### config.mk
export PLATFORM = sky130hd
export DESIGN_NAME = btn_debounce_step
export DESIGN_NICKNAME = d
export VERILOG_FILES = /design/src/rtl/btn_debounce_step.sv
export SDC_FILE = /design/constraint.sdc
export NUM_CORES = 1
export LEC_CHECK = 0
export ABC_AREA = 1
export BUFFER_PORTS_ARGS = -buffer_cell sky130_fd_sc_hd__buf_2
export CORE_ASPECT_RATIO = 1.5
export CORE_MARGIN = 2
export CORE_UTILIZATION = 60
export CTS_CLUSTER_DIAMETER = 150
export DETAILED_ROUTE_END_ITERATION = 10
export PLACE_DENSITY_LB_ADDON = 0.05
export SYNTH_ARGS = -nofsm -noshare
export SYNTH_HDL_FRONTEND = slang
export SYNTH_SLANG_ARGS = --single-unit
export TNS_END_PERCENT = 100
### constraint.sdc
create_clock -name clk_in -period 1.6 [get_ports clk_in]
set_input_delay 0.24 -clock clk_in [delete_from_list [all_inputs] [get_ports clk_in]]
set_output_delay 0.24 -clock clk_in [all_outputs]
set_load 0.03 [all_outputs]
### src/rtl/btn_debounce_step.sv
// btn_debounce_step: debounces one raw push-button into a clean level,
// single-cycle press/release events, an optional auto-repeat strobe and a
// CPU single-step strobe (press or repeat). Everything runs on clk_in.
module btn_debounce_step #(
  parameter int DEBOUNCE_CYCLES = 1000000,
  parameter int REPEAT_DELAY    = 50000000,
  parameter int REPEAT_PERIOD   = 10000000,
  parameter bit REPEAT_EN       = 1'b0
) (
  input  logic clk_in,
  input  logic reset,
  input  logic btn_in,
  output logic btn_level,
  output logic btn_press,
  output logic btn_release,
  output logic btn_repeat,
  output logic btn_step
);

  // Counter only has to reach DEBOUNCE_CYCLES-1, so it can never wrap.
  localparam int CW = (DEBOUNCE_CYCLES > 1) ? $clog2(DEBOUNCE_CYCLES) : 1;
  localparam logic [CW-1:0] CNT_LAST = CW'(DEBOUNCE_CYCLES - 1);
  localparam logic [31:0]   DLY_LAST = 32'(REPEAT_DELAY - 1);
  localparam logic [31:0]   PER_LAST = 32'(REPEAT_PERIOD - 1);

  typedef enum logic [1:0] {
    IDLE            = 2'd0,
    CONFIRM_PRESS   = 2'd1,
    HELD            = 2'd2,
    CONFIRM_RELEASE = 2'd3
  } state_t;

  logic          sync1_q, sync2_q;
  state_t        state_q;
  logic [CW-1:0] cnt_q;
  logic [31:0]   rcnt_q;
  logic          periodic_q;   // 0: waiting out the first delay, 1: periodic
  logic          level_q, press_q, release_q, repeat_q, step_q;

  // Two-flop synchronizer for the asynchronous button input.
  always_ff @(posedge clk_in) begin
    if (reset) begin
      sync1_q <= 1'b0;
      sync2_q <= 1'b0;
    end else begin
      sync1_q <= btn_in;
      sync2_q <= sync1_q;
    end
  end

  // Debounce FSM with auto-repeat; every output is a register set on the
  // same edge as the transition that produces it.
  always_ff @(posedge clk_in) begin
    if (reset) begin
      state_q    <= IDLE;
      cnt_q      <= '0;
      rcnt_q     <= '0;
      periodic_q <= 1'b0;
      level_q    <= 1'b0;
      press_q    <= 1'b0;
      release_q  <= 1'b0;
      repeat_q   <= 1'b0;
      step_q     <= 1'b0;
    end else begin
      press_q   <= 1'b0;
      release_q <= 1'b0;
      repeat_q  <= 1'b0;
      step_q    <= 1'b0;
      case (state_q)
        IDLE: begin
          if (sync2_q) begin
            state_q <= CONFIRM_PRESS;
            cnt_q   <= '0;
          end
        end
        CONFIRM_PRESS: begin
          if (!sync2_q) begin
            state_q <= IDLE;          // glitch, drop silently
            cnt_q   <= '0;
          end else if (cnt_q == CNT_LAST) begin
            state_q    <= HELD;
            level_q    <= 1'b1;
            press_q    <= 1'b1;
            step_q     <= 1'b1;
            rcnt_q     <= '0;
            periodic_q <= 1'b0;
          end else begin
            cnt_q <= cnt_q + CW'(1);
          end
        end
        HELD: begin
          if (!sync2_q) begin
            state_q <= CONFIRM_RELEASE;
            cnt_q   <= '0;
          end
          // Repeat timer only advances in HELD; it is frozen (not cleared)
          // during a release confirm so a glitch resumes the count.
          if (REPEAT_EN) begin
            if (rcnt_q == (periodic_q ? PER_LAST : DLY_LAST)) begin
              repeat_q   <= 1'b1;
              step_q     <= 1'b1;
              rcnt_q     <= '0;
              periodic_q <= 1'b1;
            end else begin
              rcnt_q <= rcnt_q + 32'd1;
            end
          end
        end
        CONFIRM_RELEASE: begin
          if (sync2_q) begin
            state_q <= HELD;          // glitch, drop silently
          end else if (cnt_q == CNT_LAST) begin
            state_q   <= IDLE;
            level_q   <= 1'b0;
            release_q <= 1'b1;
          end else begin
            cnt_q <= cnt_q + CW'(1);
          end
        end
        default: state_q <= IDLE;
      endcase
    end
  end

  assign btn_level   = level_q;
  assign btn_press   = press_q;
  assign btn_release = release_q;
  assign btn_repeat  = repeat_q;
  assign btn_step    = step_q;

endmodule

==> results of run 1 <==
-- timing repair --
item | in CTS | in global routing
gates resized for setup | 0 | 6
hold buffers | 0 | 0
endpoints found under the setup margin | 0 | 10
-- cell type report --
type / instances / area share, %
multi-input cells: 203 / 52.4
well taps: 37 / 2.48
clock buffers: 3 / 2.22
flip-flops and latches: 27 / 29.1
repair buffers: 16 / 6.31
inverters: 36 / 7.25
clock inverters: 1 / 0.269
-- state kept, by name (all words and copies together), names as in the netlist, named ones only --
| register | flops |
|---|---|
| btn_release | 1 |
| sync1_q | 1 |
| state_q | 1 |
| sync2_q | 1 |
| btn_step | 1 |
| cnt_q | 20 |
| btn_level | 1 |
-- cells in the final DEF, fill, tap and decap left out, types with 3 or more instances in the layout --
master	n
buf_4	9
a21oi_2	5
o21ai_0	9
nor2_1	39
nand3_1	20
dfxtp_1	26
inv_1	31
a21oi_1	11
nand3_2	6
nand2_1	85
buf_2	6
nand4_1	9
inv_2	4
nor2_2	7
clkbuf_8	3
-- logic make-up (layout without fill, tap and decap cells) --
family / count (synthesis) / after routing
simple gates: 173 / 173
compound gates: 27 / 27
buf+inv: 43 / 56
xor+xnor: 1 / 1
other cells: 1 / 1
flops: 27 / 27
fa+ha+maj: 1 / 1
-- routing by layer --
layer | track usage [%] | up-vias | share of wire, %
li1 | - | 884 | -
met1 | 33.2 | 749 | 42
met2 | 44.1 | 36 | 52
met3 | 3.93 | 11 | 3.0
met4 | 9.88 | 0 | 2.9
met5 | 0 | - | 0
-- worst reg2reg max path: stages (launching register included) --
cell and delay (ns):
dfxtp_1 0.45, nand3_1 0.20, nor2_4 0.19, nand2_1 0.11, nor2_1 0.15, nand3_2 0.11, a21oi_1 0.13, nor2_1 0.06
-- how the worst max path moves through the flow --
stage | startpoint | depth (start not counted) | endpoint
after floorplan | cnt_q[0]$_SDFFE_PP0P_ | 9 | cnt_q[13]$_SDFFE_PP0P_
after global placement | cnt_q[1]$_SDFFE_PP0P_ | 8 | cnt_q[14]$_SDFFE_PP0P_
after detailed placement | cnt_q[1]$_SDFFE_PP0P_ | 8 | cnt_q[14]$_SDFFE_PP0P_
after CTS | cnt_q[1]$_SDFFE_PP0P_ | 8 | cnt_q[14]$_SDFFE_PP0P_
after global routing | cnt_q[3]$_SDFFE_PP0P_ | 8 | cnt_q[19]$_SDFFE_PP0P_
final | cnt_q[2]$_SDFFE_PP0P_ | 7 | cnt_q[11]$_SDFFE_PP0P_
-- power by group --
group,internal (mW),total [mW],switching (mW)
Combinational,0.0390,0.117,0.0784
Sequential,0.683,0.691,0.00829
Clock,0.175,0.401,0.226
Total,0.897,1.21,0.312
-- per-stage QoR --
step | total power, mW | cells
floorplan | 0.785 | 273
CTS | 1.21 | 323
finish | 1.21 | 323
global route | 1.25 | 323
detailed placement | 0.822 | 319
global placement | 0.821 | 319
==> metrics.csv, run 1 <==
metric,value,unit
tns,0,ns
cts_sinks,27,
io_buffers,6,
cts_tree,yes,
fp.dieArea,3270,µm²
fin_ws,0.126,ns
synth_area_leaders,"dfxtp_1 32%, nand2_1 19%, nor2_1 8.9%",
place_congestion,0.992,
end_kind,flop,
routedWlPerCell,12.1,µm
timing.fmax,679,MHz
synth_flop_cell,dfxtp_1,
drtIter0Drc,57,
cp-start-kind,flop,
grt_pass1_vias,1571,
muxShareOfSynthArea,0,%
area.sequential,542,µm²
post_cts_buffers,0,
synth_fp_nets,277,
worstReg2RegEnd,cnt_q[11]$_SDFFE_PP0P_,
dp_hpwl,3060,µm
setup_viol,0,
initial_utilization,63.2,%
die_w,47.3,µm
cp_cell_sequence,nand3_1 > nor2_4 > nand2_1 > nor2_1 > nand3_2 > a21oi_1 > nor2_1,
p_leak,0.675,nW
synthAdderAreaFrac,0.740,%
grt_pass1_wl,6580,µm
final_area,1860,µm²
synth_simple_gate_area_share,46.5,%
syn_inst,273,
die_h,69.0,µm
min_to,sync1_q$_SDFF_PP0_,
dr.pass1.iters,4,
place_ws,0.0768,ns
antenna_found_initial,0,
vias_per_cell,5.20,
r2r-start,cnt_q[2]$_SDFFE_PP0P_,
synth-compound-area-share,9.18,%
grt_use_total,26.7,%
row_count,23,
min_from,btn_in,
fin_nets,291,
n_fill_cell,245,
final_antenna_net_count,0,
yosysMostFrequentCell,nand2_1,
coreArea,2680,µm²
final.period_utilization,92.1,%
area_delta_synth_final,10.2,%
syn_area,1690,µm²
yosysTopAreaCell,dfxtp_1,
p_per_area,649,nW/µm²
numCtsBuffers,3,
async_flop_share,0,%
placed_area,1810,µm²
io_pins,8,
utilization,69.6,%
yosys-top-cells-count,"85 x nand2_1, 40 x nor2_1, 32 x inv_1, 27 x dfxtp_1, 21 x nand3_1",
cp_slowest_stage_delay,0.45,ns
syn_avg_cell_area,6.19,µm²
synth-xor-area-share,0.518,%
hold_depth,3,
r2r_setup_slack,0.13,ns
grt_max_degree,16,
min_path_type,input port to flop,
htree_levels,1,
hold_viol,0,
r2r_cells,7,
crit_buf_inv,0,
n_antenna_cell,0,
critPathRequiredTime,1.78,ns
fin_crit,1.47,ns
vias,1680,
wirelength,3900,µm
ir_drop,0.000532,V
clock_path_buffers,2,
drv_cap,0,
crit_family,simple AND/OR/NAND/NOR gates,
outcome,finished clean,
crit_fanout,7,
whs,0.166,ns
route.detailed.drc,0,
cpMaxStageDelayCell,dfxtp_1,
ys_ff_latch,27,
critPathKind,flop to flop,
slew_violations,0,
clk_pin_slew_worst_paths,0.10,ns
rsz0062_at_grt,no,
synth.top_cell.area_share,32.0,%
final_layout_size_suffix_gt1_share,16.8,%
synth_top_family_by_area,simple AND/OR/NAND/NOR gates,
cp_common_cell,nor2_1,
synth-warning-count,0,
ys_seq_area_share,32.0,%
fin_skew,0.00382,ns
grt_remaining_overflow,0,
synth_cell_types,26,
clock_latency,0.28,ns
multiInputGateArea,976,µm²
crit_arrival,1.66,ns
synth_edf_count,0,
root_buffer,clkbuf_8,
Power figures use the tool's default switching activity.
==> inputs of run 2 (changes only) <==
- clock period: 1.6 -> 1.38 ns (I/O delays scaled with it)
==> run 2 against run 1 <==
  * The run now ends with setup timing left
  * Design area up 19%
  * Final cell count up 7.7%
  * Register-to-register slack worse by 0.13 ns
  * Clock skew up 0.00087 ns
  * Clock power up 12%
  * Power up 20%
  * Largest cell class unchanged
  * Largest power group unchanged
==> metrics.csv, run 2 (synthesized netlist as in run 1, its figures left out) <==
metric,value,unit
power_switching_share,26.2,%
slew_violations,0,
vias_per_cell,5.56,
clock_path_buffers,2,
crit_family,simple AND/OR/NAND/NOR gates,
timing.fmax,720,MHz
fin_crit,1.39,ns
n_antenna_cell,0,
cp_cell_sequence,buf_6 > nand3_4 > nor2_4 > nand2_1 > nor2_2 > nand3_4 > a21oi_2 > nor2_1,
crit_arrival,1.57,ns
grt_pass1_vias,1692,
grt_use_total,28.7,%
setup_viol,2,
p_leak,0.830,nW
grt_pass1_wl,7080,µm
io_buffers,6,
grt_remaining_overflow,0,
critPathKind,flop to flop,
place_ws,-0.0350,ns
p_seq_share,55.6,%
fp.dieArea,3270,µm²
largest_register_ffs,20,
outcome,"complete, but fails checks",
wirelength,4930,µm
io_pins,8,
final_layout_size_suffix_gt1_share,34.4,%
final.period_utilization,101,%
antenna_found_initial,0,
largest-register,cnt_q,
cts_sinks,27,
ir_drop,0.000643,V
hold_viol,0,
vias,1936,
dr.pass1.iters,6,
cpMaxStageDelayCell,dfxtp_4,
cp-start-kind,flop,
clk_pin_slew_worst_paths,0.09,ns
mostFrequentLayoutCell,nand2_1,
comb_power_share,13.2,%
place_congestion,0.968,
crit_fanout,4,
numCtsBuffers,3,
row_count,23,
cp_slowest_stage_delay,0.38,ns
area_delta_synth_final,31.3,%
final_antenna_net_count,0,
crit_buf_inv,1,
min_path_type,input port to flop,
critPathRequiredTime,1.56,ns
drtIter0Drc,114,
final_cell_mix,"75 x nand2_1, 32 x nor2_1, 30 x inv_1",
violations,setup timing,
htree_levels,1,
p_int,1.07,mW
end_kind,flop,
route.detailed.drc,0,
power.switching,0.379,mW
dp_hpwl,3420,µm
die_w,47.3,µm
cp_common_cell,nand3_4,
p_per_area,652,nW/µm²
tns,-0.0161,ns
fin_nets,316,
drv_cap,0,
coreArea,2680,µm²
initial_utilization,63.2,%
rsz0062_at_grt,yes,
cts_tree,yes,
clock_latency,0.27,ns
pwr-share-clk,31.2,%
fin_skew,0.00469,ns
die_h,69.0,µm
grt_max_degree,16,
fin_ws,-0.00860,ns
routedWlPerCell,14.2,µm
root_buffer,clkbuf_8,
run 2: cell count changes in the layout (fill, tap and decap cells not counted), sizes merged:
cell	change
buf	+25
run 2: area by class of cell:
cell class / instances / area [µm²]
Sequential cell: 27 / 564
Fill cell: 189 / 457
Inverter: 36 / 135
Clock buffer: 3 / 41.3
Timing Repair Buffer: 41 / 323
Tap cell: 37 / 46.3
Multi-Input combinational cell: 203 / 1100
Clock inverter: 1 / 5.00
run 2: worst paths after layout:
check,from,to,slack (ns),depth (start not counted)
setup / recovery,cnt_q[0]$_SDFFE_PP0P_,cnt_q[11]$_SDFFE_PP0P_,-0.009,8
hold / removal,btn_in,sync1_q$_SDFF_PP0_,0.14,3
hold reg to reg,sync1_q$_SDFF_PP0_,sync2_q$_SDFF_PP0_,0.42,2
setup reg to reg,cnt_q[0]$_SDFFE_PP0P_,cnt_q[11]$_SDFFE_PP0P_,-0.009,8
run 2: what timing repair did:
item / 4_1_cts / 5_1_grt
setup endpoints to repair: 7 / 23
endpoints found under the hold margin: 0 / 0
gates cloned: 0 / 0
pin swaps: 2 / 11
setup buffers: 1 / 1
hold buffers: 0 / 0
gates resized for setup: 5 / 58
run 2: power groups by stage:
stage	Clock, mW	Combinational [mW]	Sequential (mW)
CTS	0.453	0.155	0.802
finish	0.451	0.191	0.805
global route	0.482	0.204	0.807
global placement	0	0.153	0.818
floorplan	0	0.0916	0.819
detailed placement	0	0.155	0.819
run 2: metrics by stage:
stage	hold WS [ns]	area (µm²)	utilization [%]	power, mW	std cells
6_report	0.142	2220	82.9	1.45	348
5_1_grt	0.140	2220	82.9	1.49	348
4_1_cts	0.141	2030	76.0	1.41	347
3_5_place_dp	0.420	1970	73.5	0.974	342
3_3_place_gp	0.405	1970	73.5	0.971	342
2_1_floorplan	0.314	1690	-	0.910	273
run 2: worst reg2reg max path, stage by stage, from the launching register on:
cell	delay, ns
dfxtp_4	0.38
buf_6	0.12
nand3_4	0.07
nor2_4	0.21
nand2_1	0.12
nor2_2	0.14
nand3_4	0.09
a21oi_2	0.11
nor2_1	0.05
run 2: metal layers:
metal / part of all wire, % / wire (µm) / global-route usage [%]
met1: 36 / 1790 / 34.5
met2: 52 / 2560 / 48.5
met3: 5.7 / 282 / 3.14
met4: 6.1 / 299 / 11.4
met5: 0 / 0 / 0
